`src/rtl/ps2_hex_keypad_pkg.sv`:
```
// ps2_hex_keypad_pkg
//   Shared definitions for the PS/2 -> Chip-8 hex keypad block:
//   set-2 scancode constants (prefix bytes and the 16 mapped key codes)
//   and the state encodings of the frame receiver and scancode decoder.
//   Optional feature macro used by the block: PS2_PARITY_CHECK_EN.
package ps2_hex_keypad_pkg;

    // Prefix bytes of scancode set 2
    localparam logic [7:0] SC_BREAK = 8'hF0;
    localparam logic [7:0] SC_EXT   = 8'hE0;

    // Mapped keys: keyboard rows 1234/QWER/ASDF/ZXCV
    localparam logic [7:0] SC_1 = 8'h16;
    localparam logic [7:0] SC_2 = 8'h1E;
    localparam logic [7:0] SC_3 = 8'h26;
    localparam logic [7:0] SC_4 = 8'h25;
    localparam logic [7:0] SC_Q = 8'h15;
    localparam logic [7:0] SC_W = 8'h1D;
    localparam logic [7:0] SC_E = 8'h24;
    localparam logic [7:0] SC_R = 8'h2D;
    localparam logic [7:0] SC_A = 8'h1C;
    localparam logic [7:0] SC_S = 8'h1B;
    localparam logic [7:0] SC_D = 8'h23;
    localparam logic [7:0] SC_F = 8'h2B;
    localparam logic [7:0] SC_Z = 8'h1A;
    localparam logic [7:0] SC_X = 8'h22;
    localparam logic [7:0] SC_C = 8'h21;
    localparam logic [7:0] SC_V = 8'h2A;

    // Frame receiver states
    typedef enum logic [1:0] {
        RX_IDLE = 2'd0,
        RX_DATA = 2'd1,
        RX_PAR  = 2'd2,
        RX_STOP = 2'd3
    } rx_state_t;

    // Scancode decoder states
    typedef enum logic [1:0] {
        D_IDLE   = 2'd0,
        D_BRK    = 2'd1,
        D_EXT    = 2'd2,
        D_EXTBRK = 2'd3
    } dec_state_t;

endpackage

```
`src/rtl/ps2_hex_keypad_rx_frame.sv`:
```
// ps2_rx_frame
//   PS/2 bit-level frame receiver. Synchronises ps2_clk/ps2_data into the
//   core clock, detects ps2_clk falling edges and assembles 11-bit frames
//   (start, 8 data LSB first, parity, stop). A frame that stalls for
//   TIMEOUT_CYC clocks mid-way is discarded.
//   Optional feature: PS2_PARITY_CHECK_EN -- when defined, a byte is only
//   accepted if data+parity have odd parity; otherwise the parity bit is
//   ignored.
// Ports
//   clk, rst_n   core clock, asynchronous active-low reset
//   ps2_clk      PS/2 clock (asynchronous)
//   ps2_data     PS/2 data (asynchronous)
//   data_byte    received byte, valid while byte_valid is high
//   byte_valid   1-cycle pulse: a good frame completed
//   frame_err    1-cycle pulse: frame dropped (stop/parity error or timeout)
module ps2_rx_frame
    import ps2_hex_keypad_pkg::*;
#(
    parameter int SYNC_STAGES = 2,
    parameter int TIMEOUT_CYC = 50000
) (
    input  logic       clk,
    input  logic       rst_n,
    input  logic       ps2_clk,
    input  logic       ps2_data,
    output logic [7:0] data_byte,
    output logic       byte_valid,
    output logic       frame_err
);

    localparam logic [15:0] TIMEOUT_LIM = 16'(TIMEOUT_CYC);

    logic [SYNC_STAGES-1:0] clk_sync;
    logic [SYNC_STAGES-1:0] data_sync;
    logic                   clk_prev;
    logic                   clk_s;
    logic                   data_s;
    logic                   fall;

    rx_state_t  state;
    rx_state_t  state_next;
    logic [2:0] bit_cnt;
    logic [7:0] shreg;
    logic [15:0] tcnt;
    logic       timeout;
    logic       parity_ok;
    logic       bit_clr;
    logic       shift_en;
    logic       valid_next;
    logic       err_next;

    // Lines idle high, so the synchronisers reset to 1 to avoid a false fall.
    always_ff @(posedge clk or negedge rst_n) begin
        if (!rst_n) begin
            clk_sync  <= '1;
            data_sync <= '1;
            clk_prev  <= 1'b1;
        end else begin
            clk_sync  <= {clk_sync[SYNC_STAGES-2:0], ps2_clk};
            data_sync <= {data_sync[SYNC_STAGES-2:0], ps2_data};
            clk_prev  <= clk_s;
        end
    end

    assign clk_s  = clk_sync[SYNC_STAGES-1];
    assign data_s = data_sync[SYNC_STAGES-1];
    assign fall   = clk_prev & ~clk_s;

    // Cycles since the last ps2_clk fall; saturates so it never wraps in idle.
    always_ff @(posedge clk or negedge rst_n) begin
        if (!rst_n) begin
            tcnt <= '0;
        end else if (fall) begin
            tcnt <= '0;
        end else if (tcnt != 16'hFFFF) begin
            tcnt <= tcnt + 16'd1;
        end
    end

    assign timeout = (state != RX_IDLE) && (tcnt >= TIMEOUT_LIM);

`ifdef PS2_PARITY_CHECK_EN
    logic par_bit;

    always_ff @(posedge clk or negedge rst_n) begin
        if (!rst_n) begin
            par_bit <= 1'b0;
        end else if (fall && state == RX_PAR) begin
            par_bit <= data_s;
        end
    end

    assign parity_ok = ^{shreg, par_bit};
`else
    assign parity_ok = 1'b1;
`endif

    always_comb begin
        state_next = state;
        bit_clr    = 1'b0;
        shift_en   = 1'b0;
        valid_next = 1'b0;
        err_next   = 1'b0;
        if (timeout) begin
            state_next = RX_IDLE;
            bit_clr    = 1'b1;
            err_next   = 1'b1;
        end else if (fall) begin
            case (state)
                RX_IDLE: begin
                    // A fall with data high is line noise, not a start bit.
                    if (!data_s) begin
                        state_next = RX_DATA;
                        bit_clr    = 1'b1;
                    end
                end
                RX_DATA: begin
                    shift_en = 1'b1;
                    if (bit_cnt == 3'd7) begin
                        state_next = RX_PAR;
                    end
                end
                RX_PAR: begin
                    state_next = RX_STOP;
                end
                RX_STOP: begin
                    state_next = RX_IDLE;
                    if (data_s && parity_ok) begin
                        valid_next = 1'b1;
                    end else begin
                        err_next = 1'b1;
                    end
                end
                default: state_next = RX_IDLE;
            endcase
        end
    end

    always_ff @(posedge clk or negedge rst_n) begin
        if (!rst_n) begin
            state      <= RX_IDLE;
            bit_cnt    <= '0;
            shreg      <= '0;
            byte_valid <= 1'b0;
            frame_err  <= 1'b0;
        end else begin
            state      <= state_next;
            byte_valid <= valid_next;
            frame_err  <= err_next;
            if (bit_clr) begin
                bit_cnt <= '0;
                shreg   <= '0;
            end else if (shift_en) begin
                bit_cnt <= bit_cnt + 3'd1;
                shreg   <= {data_s, shreg[7:1]};
            end
        end
    end

    assign data_byte = shreg;

endmodule

```
`src/rtl/ps2_hex_keypad.sv`:
```
// ps2_hex_keypad
//   Turns the PS/2 keyboard stream into the Chip-8 16-key hex keypad state.
//   A frame receiver (ps2_rx_frame) delivers bytes; this module decodes
//   scancode set 2 make/break/extended sequences and maps
//   1234/QWER/ASDF/ZXCV onto keys 123C/456D/789E/A0BF.
//   Optional feature: PS2_PARITY_CHECK_EN (see ps2_rx_frame).
// Ports
//   clk, rst_n   core clock (25 MHz), asynchronous active-low reset
//   ps2_clk      PS/2 clock (asynchronous)
//   ps2_data     PS/2 data (asynchronous)
//   keys         keys[k]=1 while hex key k is held
//   key_down     OR of keys, registered together with keys
//   key_event    1-cycle pulse when a key goes from released to held
//   last_key     index of the key behind the most recent key_event
//   frame_err    1-cycle pulse when a frame is dropped
module ps2_hex_keypad
    import ps2_hex_keypad_pkg::*;
#(
    parameter int SYNC_STAGES = 2,
    parameter int TIMEOUT_CYC = 50000
) (
    input  logic        clk,
    input  logic        rst_n,
    input  logic        ps2_clk,
    input  logic        ps2_data,
    output logic [15:0] keys,
    output logic        key_down,
    output logic        key_event,
    output logic [3:0]  last_key,
    output logic        frame_err
);

    logic [7:0]  data_byte;
    logic        byte_valid;

    dec_state_t  d_state;
    dec_state_t  d_next;
    logic [15:0] keys_next;
    logic        event_next;
    logic [3:0]  last_next;
    logic        hit;
    logic [3:0]  idx;

    ps2_rx_frame #(
        .SYNC_STAGES (SYNC_STAGES),
        .TIMEOUT_CYC (TIMEOUT_CYC)
    ) u_rx (
        .clk        (clk),
        .rst_n      (rst_n),
        .ps2_clk    (ps2_clk),
        .ps2_data   (ps2_data),
        .data_byte  (data_byte),
        .byte_valid (byte_valid),
        .frame_err  (frame_err)
    );

    // Scancode -> hex key index; hit=0 for everything not on the keypad.
    always_comb begin
        hit = 1'b1;
        idx = 4'h0;
        case (data_byte)
            SC_1: idx = 4'h1;
            SC_2: idx = 4'h2;
            SC_3: idx = 4'h3;
            SC_4: idx = 4'hC;
            SC_Q: idx = 4'h4;
            SC_W: idx = 4'h5;
            SC_E: idx = 4'h6;
            SC_R: idx = 4'hD;
            SC_A: idx = 4'h7;
            SC_S: idx = 4'h8;
            SC_D: idx = 4'h9;
            SC_F: idx = 4'hE;
            SC_Z: idx = 4'hA;
            SC_X: idx = 4'h0;
            SC_C: idx = 4'hB;
            SC_V: idx = 4'hF;
            default: hit = 1'b0;
        endcase
    end

    always_comb begin
        d_next     = d_state;
        keys_next  = keys;
        event_next = 1'b0;
        last_next  = last_key;
        if (byte_valid) begin
            case (d_state)
                D_IDLE: begin
                    if (data_byte == SC_BREAK) begin
                        d_next = D_BRK;
                    end else if (data_byte == SC_EXT) begin
                        d_next = D_EXT;
                    end else if (hit) begin
                        keys_next[idx] = 1'b1;
                        // Typematic repeats of a held key raise no event.
                        if (!keys[idx]) begin
                            event_next = 1'b1;
                            last_next  = idx;
                        end
                    end
                end
                D_BRK: begin
                    d_next = D_IDLE;
                    if (hit) begin
                        keys_next[idx] = 1'b0;
                    end
                end
                // Extended keys are not on the keypad: swallow the sequence.
                D_EXT: begin
                    d_next = (data_byte == SC_BREAK) ? D_EXTBRK : D_IDLE;
                end
                D_EXTBRK: begin
                    d_next = D_IDLE;
                end
                default: d_next = D_IDLE;
            endcase
        end
    end

    always_ff @(posedge clk or negedge rst_n) begin
        if (!rst_n) begin
            d_state   <= D_IDLE;
            keys      <= '0;
            key_down  <= 1'b0;
            key_event <= 1'b0;
            last_key  <= '0;
        end else begin
            d_state   <= d_next;
            keys      <= keys_next;
            key_down  <= |keys_next;
            key_event <= event_next;
            last_key  <= last_next;
        end
    end

endmodule

```
`config.mk`:
```
export PLATFORM = sky130hd
export DESIGN_NAME = ps2_hex_keypad
export DESIGN_NICKNAME = d
export VERILOG_FILES = /design/src/rtl/ps2_hex_keypad_pkg.sv /design/src/rtl/ps2_hex_keypad_rx_frame.sv /design/src/rtl/ps2_hex_keypad.sv
export SDC_FILE = /design/constraint.sdc
export NUM_CORES = 1
export LEC_CHECK = 0
export CAP_MARGIN = 20
export CORE_MARGIN = 5
export CORE_UTILIZATION = 39
export CTS_CLUSTER_SIZE = 28
export DETAILED_ROUTE_END_ITERATION = 16
export HOLD_SLACK_MARGIN = 0.15
export PLACE_DENSITY_LB_ADDON = 0.1
export SYNTH_ARGS = -nofsm -noshare
export SYNTH_HDL_FRONTEND = slang
export SYNTH_HIERARCHICAL = 1
export SYNTH_SLANG_ARGS = --single-unit
export TNS_END_PERCENT = 20
```
`constraint.sdc`:
```
create_clock -name clk -period 6.3 [get_ports clk]
set_input_delay 1.575 -clock clk [delete_from_list [all_inputs] [get_ports clk]]
set_output_delay 1.575 -clock clk [all_outputs]
set_load 0.03 [all_outputs]
```
==> metrics.md, run 1 <==
| Metric | Value |
|---|---|
| Outcome | complete, no violations |
| WL met2 | 4340 µm |
| DR iter-0 viols | 199 |
| Slew HR | 35.6% |
| Met3 routed WL | 416 µm |
| Fin crit share | 55.1% |
| CP max FO | 22 |
| Syn Inst Count | 369 |
| Post-synthesis cell type count | 73 |
| Drt pass-1 iters | 5 |
| P_leak | 1.78 nW |
| YS warnings | 6 |
| Fin area | 0.00415 mm² |
| DIE WIDTH | 107 µm |
| Total gr overflow | 0 |
| Power Total | 1.13 mW |
| Top cell type's share of synthesized area | 37.6% |
| Placed Area | 0.00396 mm² |
| Fillers | 875 |
| Setup violations, final | 0 |
| Total number of H-tree levels | 3 |
| Most used DFF post-synth | dfrtp_1 |
| Skew final | 7.71 ps |
| Resize count post-CTS | 0 |
| Post-synthesis async set-or-reset flop share | 100% |
| Unrepaired setup endpoints after global routing | false |
| Reg area | 0.00151 mm² |
| Core area | 0.00920 mm² |
| Post-synth top cells | dfrtp_1 (55), nor3_1 (25), nand2_1 (21), mux2i_1 (18), nor2_1 (18) |
| Input/output buffers | 26 |
| Post-synthesis instance area | 0.00366 mm² |
| GPL Wtd Cong | 0.913 |
| Die area | 0.0114 mm² |
| DR vias | 3018 |
| Hold-fix buffers, CTS | 0 |
| # IOs | 27 |
| Post-synthesis sequential area ratio | 41.2% |
| CP arrival | 3690 ps |
| Root Buffer | clkbuf_8 |
| Total CTS buffers | 9 |
| Final Hold Fails | 0 |
| Setup WS pre-CTS | 2940 ps |
| Starting density of the core | 39.8% |
| Via density | 5.98 |
| Area Growth Syn to Fin | 13.5% |
| Clock Tree Buf Depth | 2 |
| Worst vdd rail ir drop | 131 µV |
| Clk sinks | 60 |
| CTS tree | yes |
| Share of layout cells above drive strength 1 | 12.9% |
| Dpl hpwl | 6060 µm |
| Critical path class | flip-flop to flip-flop |
| Final WS setup | 2830 ps |
| FP Rows | 35 |
| Most common cell in the netlist | dfrtp_1 |
| Clock latency on the worst-skew pair | 340 ps |
| Clk slew on worst S/H paths | 70 ps |
| Worst hold-check path type | flip-flop to flip-flop |
| Pwr per Cell Area | roughly 270 mW/mm² |
| Synth Area per Inst | 9.92 µm² |
| Wire per inst | roughly 18 µm |
| Pin count of the biggest net entering global routing | 61 |
| Post-Layout Cell Count | 505 |
| First-pass GRT wire length | 14800 µm |
| Post-CTS setup buffer count | 0 |
| Multi-input gate area | 0.00197 mm² |
| Placed cells | 489 |
| Post-route antenna net violation count | 0 |
| Initial antenna violation count | 0 |
| Minimum clock period | 3470 ps |
| Flops & latches, synth | 60 |
| CP required | 6520 ps |
| Setup TNS | 0 ps |
| Nets@finish | 402 |
| Diodes inserted | 0 |
| Total routed wirelength | 8900 µm |
| Cell taking the most area after synthesis | dfrtp_1 |
| Max-Cap Viols | 0 |
| Final slew viol count | 0 |
| Worst Setup Start Kind | flip-flop |
| DIE HEIGHT | 107 µm |
| Vias in the first global route | about 2900 |
| CP endpoint kind | flip-flop |
| Fmax | 288 MHz |
| Metal-1 WL | 3980 µm |
| Syn_nets | 382 |
| Worst Tran Pin Value | 965 ps |
| # DRC | 0 |
| Number of synthesized flops with an enable pin | 0 |
| Top sig layer | met4 |
| Area contributors post-synth | dfrtp_1 (38%), mux2i_1 (4.9%), dfstp_2 (3.6%) |
| Gr usage total | 16.2% |
[per-layer routing]
| metal | vias up | global-route usage (%) |
|---|---|---|
| met5 | - | 0 |
| li1 | 1453 | - |
| met1 | 1461 | 21.4 |
| met2 | 92 | 26.4 |
| met4 | 0 | 6.85 |
| met3 | 12 | 2.59 |
[report_power, final]
part | switching [mW] | internal (mW)
Combinational | 0.131 | 0.102
Clock | 0.170 | 0.184
Sequential | 0.115 | 0.433
Total | 0.416 | 0.719
[path summary, 6_finish.rpt]
kind / from / end / slack (ps) / cells after the start
min reg2reg: u_rx/data_sync[0]$_DFF_PN1_ / u_rx/data_sync[1]$_DFF_PN1_ / 360 / 0
min in group asynchronous: rst_n / u_rx/data_byte[0]$_DFFE_PN0P_ / 1380 / 2
max reg2reg: u_rx/data_byte[2]$_DFFE_PN0P_ / key_down$_DFF_PN0_ / 2830 / 7
max: u_rx/data_byte[2]$_DFFE_PN0P_ / key_down$_DFF_PN0_ / 2830 / 7
max in group asynchronous: rst_n / keys[13]$_DFF_PN0_ / 4390 / 2
min: u_rx/data_sync[0]$_DFF_PN1_ / u_rx/data_sync[1]$_DFF_PN1_ / 360 / 0
[kinds of logic (layout without fill, tap and decap cells)]
family | Yosys count | after routing | share of synthesized area (%)
compound gates | 79 | 79 | 16.2
simple gates | 156 | 156 | 26.5
xor+xnor | 3 | 3 | 0.718
fa+ha+maj | 9 | 9 | 3.08
mux | 26 | 26 | 7.48
flops | 60 | 60 | 41.2
buf+inv | 36 | 61 | 4.89
[critical path, cell delays in order (launching register included)]
cell and delay (ps):
dfrtp_1 770, nor4b_1 750, nand2_1 230, nor2_1 340, a31oi_1 130, a2111oi_0 520, nand4_1 180, or4_1 430
[sequential cells by signal (all words and copies together), names as in the netlist]
name and count:
keys 16, u_rx/tcnt 16, u_rx/data_byte 8, last_key 4, u_rx/bit_cnt 3, d_state 2, u_rx/clk_sync 2, u_rx/data_sync 2
u_rx/state 2, key_down 1, key_event 1, u_rx/byte_valid 1, u_rx/clk_prev 1, u_rx/frame_err 1
[layout make-up]
cell class              count  area share (%)
clock buffers               9            2.98
clock inverters             7            1.81
inverters                  17            1.54
multi-input cells         273            47.5
flip-flops and latches     60            36.3
well taps                 111            3.34
repair buffers             28            6.51
[layout by cell type, fill, tap and decap left out, types with 4 or more instances in the layout]
cell type        netlist  routed
dfrtp_1               55      55
nor3_1                25      25
clkdlybuf4s50_1        0      25
nand2_1               21      21
nor2_1                18      18
mux2i_1               18      18
inv_1                 17      17
nand4_1               14      14
nand3_1               13      13
o21ai_0               12      12
a21oi_1               10      10
nor2b_1                9       9
o31ai_1                9       9
clkbuf_8               0       9
ha_1                   9       9
a31oi_1                8       8
mux2_2                 7       7
o211ai_1               6       6
nand2b_1               6       6
and3_1                 6       6
nor4_1                 6       6
dfstp_2                5       5
and3b_1                4       4
nor3b_1                4       4
[through the flow]
step | utilization, % | hold slack, ps
floorplan | - | 345
detailed placement | 43.0 | 347
CTS | 45.2 | 358
global placement | 43.0 | 346
global route | 45.2 | 365
finish | 45.2 | 357
Note: power is estimated with default switching activity, not from simulation.
==> run 2: changes to the inputs <==
- clock period: 6.3 -> 2.8 ns (I/O delays scaled with it)
==> metrics.md, run 2 (synthesis gave the netlist of run 1 again) <==
| Metric | Value |
|---|---|
| Drt pass-1 iters | 4 |
| DR vias | 3102 |
| Total routed wirelength | 9510 µm |
| CTS tree | yes |
| Setup violations, final | 0 |
| FP Rows | 35 |
| Total gr overflow | 0 |
| Worst R2R Setup Slack | 40 ps |
| Pwr per Cell Area | 581 mW/mm² |
| CP max FO | 6 |
| Power Total | 2.71 mW |
| Clock latency on the worst-skew pair | 330 ps |
| Slew HR | 55.0% |
| Commonest non-fill, non-tap cells in the layout | dfrtp_1 (53), buf_4 (43), clkdlybuf4s50_1 (25) |
| Fmax | 363 MHz |
| Unrepaired setup endpoints after global routing | true |
| Diodes inserted | 0 |
| DR iter-0 viols | between 150 and 200 |
| Pin count of the biggest net entering global routing | 29 |
| Fin area | 0.00466 mm² |
| RR Endpoint | key_down$_DFF_PN0_ |
| Post-route antenna net violation count | 0 |
| Worst Setup Start Kind | flip-flop |
| Nets@finish | about 440 |
| Root Buffer | clkbuf_8 |
| Starting density of the core | 39.8% |
| GPL Wtd Cong | 0.953 |
| Share of layout cells above drive strength 1 | 28.0% |
| Worst hold-check path type | flip-flop to flip-flop |
| Worst Setup EP | key_down$_DFF_PN0_ |
| Minimum clock period | 2760 ps |
| # IOs | 27 |
| CP arrival | between 2000 and 3000 ps |
| Gr usage total | 17.3% |
| Area Growth Syn to Fin | 27.2% |
| Post-Layout Cell Count | 546 |
| Placed Area | 0.00423 mm² |
| CP required | 3010 ps |
| Fin crit share | between 90% and 100% |
| Outcome | complete, no violations |
| Initial antenna violation count | 0 |
| Core area | 0.00920 mm² |
| R2R depth | 7 |
| Final slew viol count | 0 |
| Dpl hpwl | a little under 7000 µm |
| Via density | about 5.7 |
| Clk sinks | 60 |
| DIE WIDTH | 107 µm |
| Critical path class | flip-flop to flip-flop |
| DIE HEIGHT | between 100 and 150 µm |
| Setup TNS | 0 ps |
| CP endpoint kind | flip-flop |
| CP Launch Point | u_rx/data_byte[5]$_DFFE_PN0P_ |
| First-pass GRT wire length | 15700 µm |
| Clk slew on worst S/H paths | 70 ps |
| Total number of H-tree levels | 3 |
| Worst Tran Pin Value | 672 ps |
| # DRC | 0 |
| Worst vdd rail ir drop | ~250 µV |
| Max-Cap Viols | 0 |
| Wire per inst | 17.4 µm |
| Total CTS buffers | 9 |
| Placed cells | 526 |
| Input/output buffers | 26 |
| Skew final | 11.8 ps |
| P_leak | roughly 2.0 nW |
| Most common cell after layout, fill and taps aside | dfrtp_1 |
| Die area | 0.0114 mm² |
| Origin of the critical flop-to-flop path | u_rx/data_byte[5]$_DFFE_PN0P_ |
| Clock Tree Buf Depth | 2 |
| Final Hold Fails | 0 |
| Vias in the first global route | 3090 |
-- run 2: what timing repair did --
| action | CTS | global route |
|---|---|---|
| setup buffers | 0 | 5 |
| hold buffers | 0 | 0 |
| endpoints found under the setup margin | 0 | 4 |
| resized for setup | 0 | 44 |
-- run 2: per-layer routing --
metal | global-route usage (%) | vias up | share of wire, %
met5 | 0 | - | 0
met4 | 5.75 | 0 | 2.2
met3 | 4.21 | 13 | 3.8
met2 | 29.4 | 58 | 50
met1 | 21.5 | 1497 | 44
li1 | - | 1534 | -
-- run 2: worst min-delay path by stage --
stage | from | to | slack (ps) | cells after the start
after floorplan | u_rx/clk_sync[0]$_DFF_PN1_ | u_rx/clk_sync[1]$_DFF_PN1_ | 350 | 0
after global placement | u_rx/clk_sync[0]$_DFF_PN1_ | u_rx/clk_sync[1]$_DFF_PN1_ | 350 | 0
after detailed placement | u_rx/data_sync[0]$_DFF_PN1_ | u_rx/data_sync[1]$_DFF_PN1_ | 350 | 0
after CTS | u_rx/data_sync[0]$_DFF_PN1_ | u_rx/data_sync[1]$_DFF_PN1_ | 360 | 0
after global routing | u_rx/data_sync[0]$_DFF_PN1_ | u_rx/data_sync[1]$_DFF_PN1_ | 370 | 0
final | u_rx/data_sync[0]$_DFF_PN1_ | u_rx/data_sync[1]$_DFF_PN1_ | 360 | 0
-- run 2: area by class of cell --
class	instances	area, µm²
Sequential cell	60	1510
Clock inverter	6	38.8
Timing Repair Buffer	69	578
Inverter	17	63.8
Multi-Input combinational cell	273	2190
Fill cell	838	4540
Tap cell	111	139
Clock buffer	10	138
-- run 2: stage by stage --
step	utilization, %	worst slack [ps]	hold slack [ps]
after floorplan	-	11.2	345
after global placement	46.0	92.9	346
after detailed placement	46.0	41.8	351
after CTS	47.9	33.8	363
after global routing	50.6	-49.1	365
final	50.6	43.3	360
-- run 2: power by group --
group / total (mW) / internal [mW] / switching (mW)
Combinational: 0.870 / 0.374 / 0.496
Sequential: 1.13 / 0.979 / 0.147
Clock: 0.710 / 0.343 / 0.367
Total: 2.71 / 1.70 / 1.01
-- run 2: critical path: stages (launching register included) --
cell     delay, ps
dfrtp_1        430
or4b_4         570
or3_4          420
and3_4         190
a31oi_4        180
nand4_1        120
mux2_4         330
or4_4          400
==> run 3: changes to the inputs <==
- MAX_ROUTING_LAYER: default -> met4
==> metrics.md, run 3 (synthesis gave the netlist of run 1 again) <==
| Metric | Value |
|---|---|
| Outcome | complete, no violations |
| First-pass GRT wire length | 15400 µm |
| Combinational Power Share | 29.6% |
| Power Total | approximately 3 mW |
| Worst hold-check path type | flip-flop to flip-flop |
| Total CTS buffers | 9 |
| Input/output buffers | 26 |
| Placed cells | 527 |
| Nets@finish | 444 |
| Fmax | 361 MHz |
| Diodes inserted | 0 |
| Slew HR | 52.3% |
| FP Rows | 35 |
| CP endpoint kind | flip-flop |
| Clk slew on worst S/H paths | around 70 ps |
| Worst R2R Setup Slack | about 33 ps |
| R2R depth | 9 |
| Via density | slightly below 6 |
| Clock latency on the worst-skew pair | 330 ps |
| Gr usage total | 17.2% |
| Setup TNS | 0 ps |
| CP required | 3010 ps |
| Final Hold Fails | 0 |
| DR vias | 3166 |
| Hold Path Sink | u_rx/clk_sync[1]$_DFF_PN1_ |
| Pwr per Cell Area | between 600 and 700 mW/mm² |
| Setup violations, final | 0 |
| Hold Crit Start | u_rx/clk_sync[0]$_DFF_PN1_ |
| Commonest non-fill, non-tap cells in the layout | dfrtp_1 (51), buf_4 (39), clkdlybuf4s50_1 (25) |
| # DRC | 0 |
| Worst Tran Pin Value | 712 ps |
| M1 GR Usage | 20.9% |
| Clk sinks | 60 |
| # IOs | 27 |
| DIE HEIGHT | 107 µm |
| Minimum clock period | 2770 ps |
| Sequential group share of total power | roughly two fifths |
| Final WS setup | roughly 33 ps |
| Critical path class | flip-flop to flip-flop |
| Origin of the critical flop-to-flop path | u_rx/data_byte[5]$_DFFE_PN0P_ |
| CP max FO | 6 |
| Post-Layout Cell Count | 547 |
| Hold depth | 0 |
| Die area | 0.0114 mm² |
| Max-Cap Viols | 0 |
| Fin crit share | slightly below 100% |
| P_leak | 2.06 nW |
| Unrepaired setup endpoints after global routing | true |
| Worst vdd rail ir drop | about 300 µV |
| Setup WS pre-CTS | 74.0 ps |
| Wire per inst | roughly 17 µm |
| Fillers | between 800 and 900 |
| Skew final | 5.27 ps |
| Grt met3 use | under 10% |
| Worst Setup Start Kind | flip-flop |
| Area Growth Syn to Fin | 28.8% |
| CTS tree | yes |
| Root Buffer | clkbuf_8 |
| Final slew viol count | 0 |
| Core area | 0.00920 mm² |
| Total gr overflow | 0 |
| Starting density of the core | 39.8% |
| Initial antenna violation count | 0 |
| DR iter-0 viols | 140 |
| Net Sw Power | approximately 990 µW |
| Vias in the first global route | 3034 |
| Share of layout cells above drive strength 1 | about 27% |
| Switching share of power | about 34% |
| CP arrival | a little under 3000 ps |
| GPL Wtd Cong | 0.961 |
| Pin count of the biggest net entering global routing | 36 |
| Total routed wirelength | 9450 µm |
| Drt pass-1 iters | 4 |
| Total number of H-tree levels | 3 |
| Gr busiest metal | met2 |
| Clk pwr share | a little under a third |
| Pint | 1.94 mW |
| DIE WIDTH | roughly 110 µm |
| Clock Tree Buf Depth | 2 |
| RR Endpoint | last_key[3]$_DFFE_PN0P_ |
| Most common cell after layout, fill and taps aside | dfrtp_1 |
| Dpl hpwl | 6800 µm |
| Global Route met2 Usage | 29.0% |
| Post-route antenna net violation count | 0 |
| Final core occ | 51.3% |
-- run 3: power groups by stage --
stage / Sequential, mW / Combinational [mW] / Clock (mW)
floorplan: 1.10 / 0.551 / 0
global placement: 1.13 / 0.768 / 0
detailed placement: 1.13 / 0.777 / 0
CTS: 1.12 / 0.781 / 0.955
global route: 1.15 / 0.963 / 0.994
finish: 1.13 / 0.867 / 0.931
-- run 3: repair_timing --
action,CTS,global route
buffers inserted,0,4
gates resized for setup,0,44
hold endpoints to repair,0,0
hold buffers,0,0
setup endpoints to repair,0,4
-- run 3: area by class of cell --
class	count	area, µm²	share of cell area, %
Timing Repair Buffer	70	613	13.0
Clock buffer	13	169	3.58
Multi-Input combinational cell	273	2150	45.6
Sequential cell	60	1510	32.1
Clock inverter	3	68.8	1.46
Tap cell	111	139	2.95
Inverter	17	63.8	1.35
-- run 3: how the worst max path moves through the flow --
| stage | slack (ps) | to | from | cells after the start |
|---|---|---|---|---|
| final | 30 | last_key[3]$_DFFE_PN0P_ | u_rx/data_byte[5]$_DFFE_PN0P_ | 9 |
| after floorplan | 10 | key_down$_DFF_PN0_ | u_rx/data_byte[4]$_DFFE_PN0P_ | 9 |
| after global routing | -50 | last_key[1]$_DFFE_PN0P_ | u_rx/data_byte[5]$_DFFE_PN0P_ | 9 |
| after global placement | 90 | key_down$_DFF_PN0_ | u_rx/data_byte[7]$_DFFE_PN0P_ | 7 |
| after detailed placement | 70 | key_down$_DFF_PN0_ | u_rx/data_byte[7]$_DFFE_PN0P_ | 7 |
| after CTS | 20 | key_down$_DFF_PN0_ | u_rx/data_byte[5]$_DFFE_PN0P_ | 9 |
-- run 3: stage by stage --
| stage | hold slack (ps) | instance area, µm² |
|---|---|---|
| 2_1_floorplan | 345 | 3660 |
| 3_3_place_gp | 345 | 4250 |
| 3_5_place_dp | 347 | 4250 |
| 4_1_cts | 357 | 4490 |
| 5_1_grt | 361 | 4710 |
| 6_report | 356 | 4710 |
-- run 3: worst max-delay path, stage by stage, from the launching register on --
cell and delay (ps):
dfrtp_2 440, or4b_4 580, or3_4 420, and3_4 180, buf_6 120, a31oi_1 140, o22ai_1 130, o211ai_2 190
buf_6 140, mux2_4 300
-- run 3: metal layers --
metal  routed length [µm]  part of all wire, %
met5                    0                    0
met4                  182                  1.9
met3                  311                  3.3
met2                 4750                   50
met1                 4200                   44
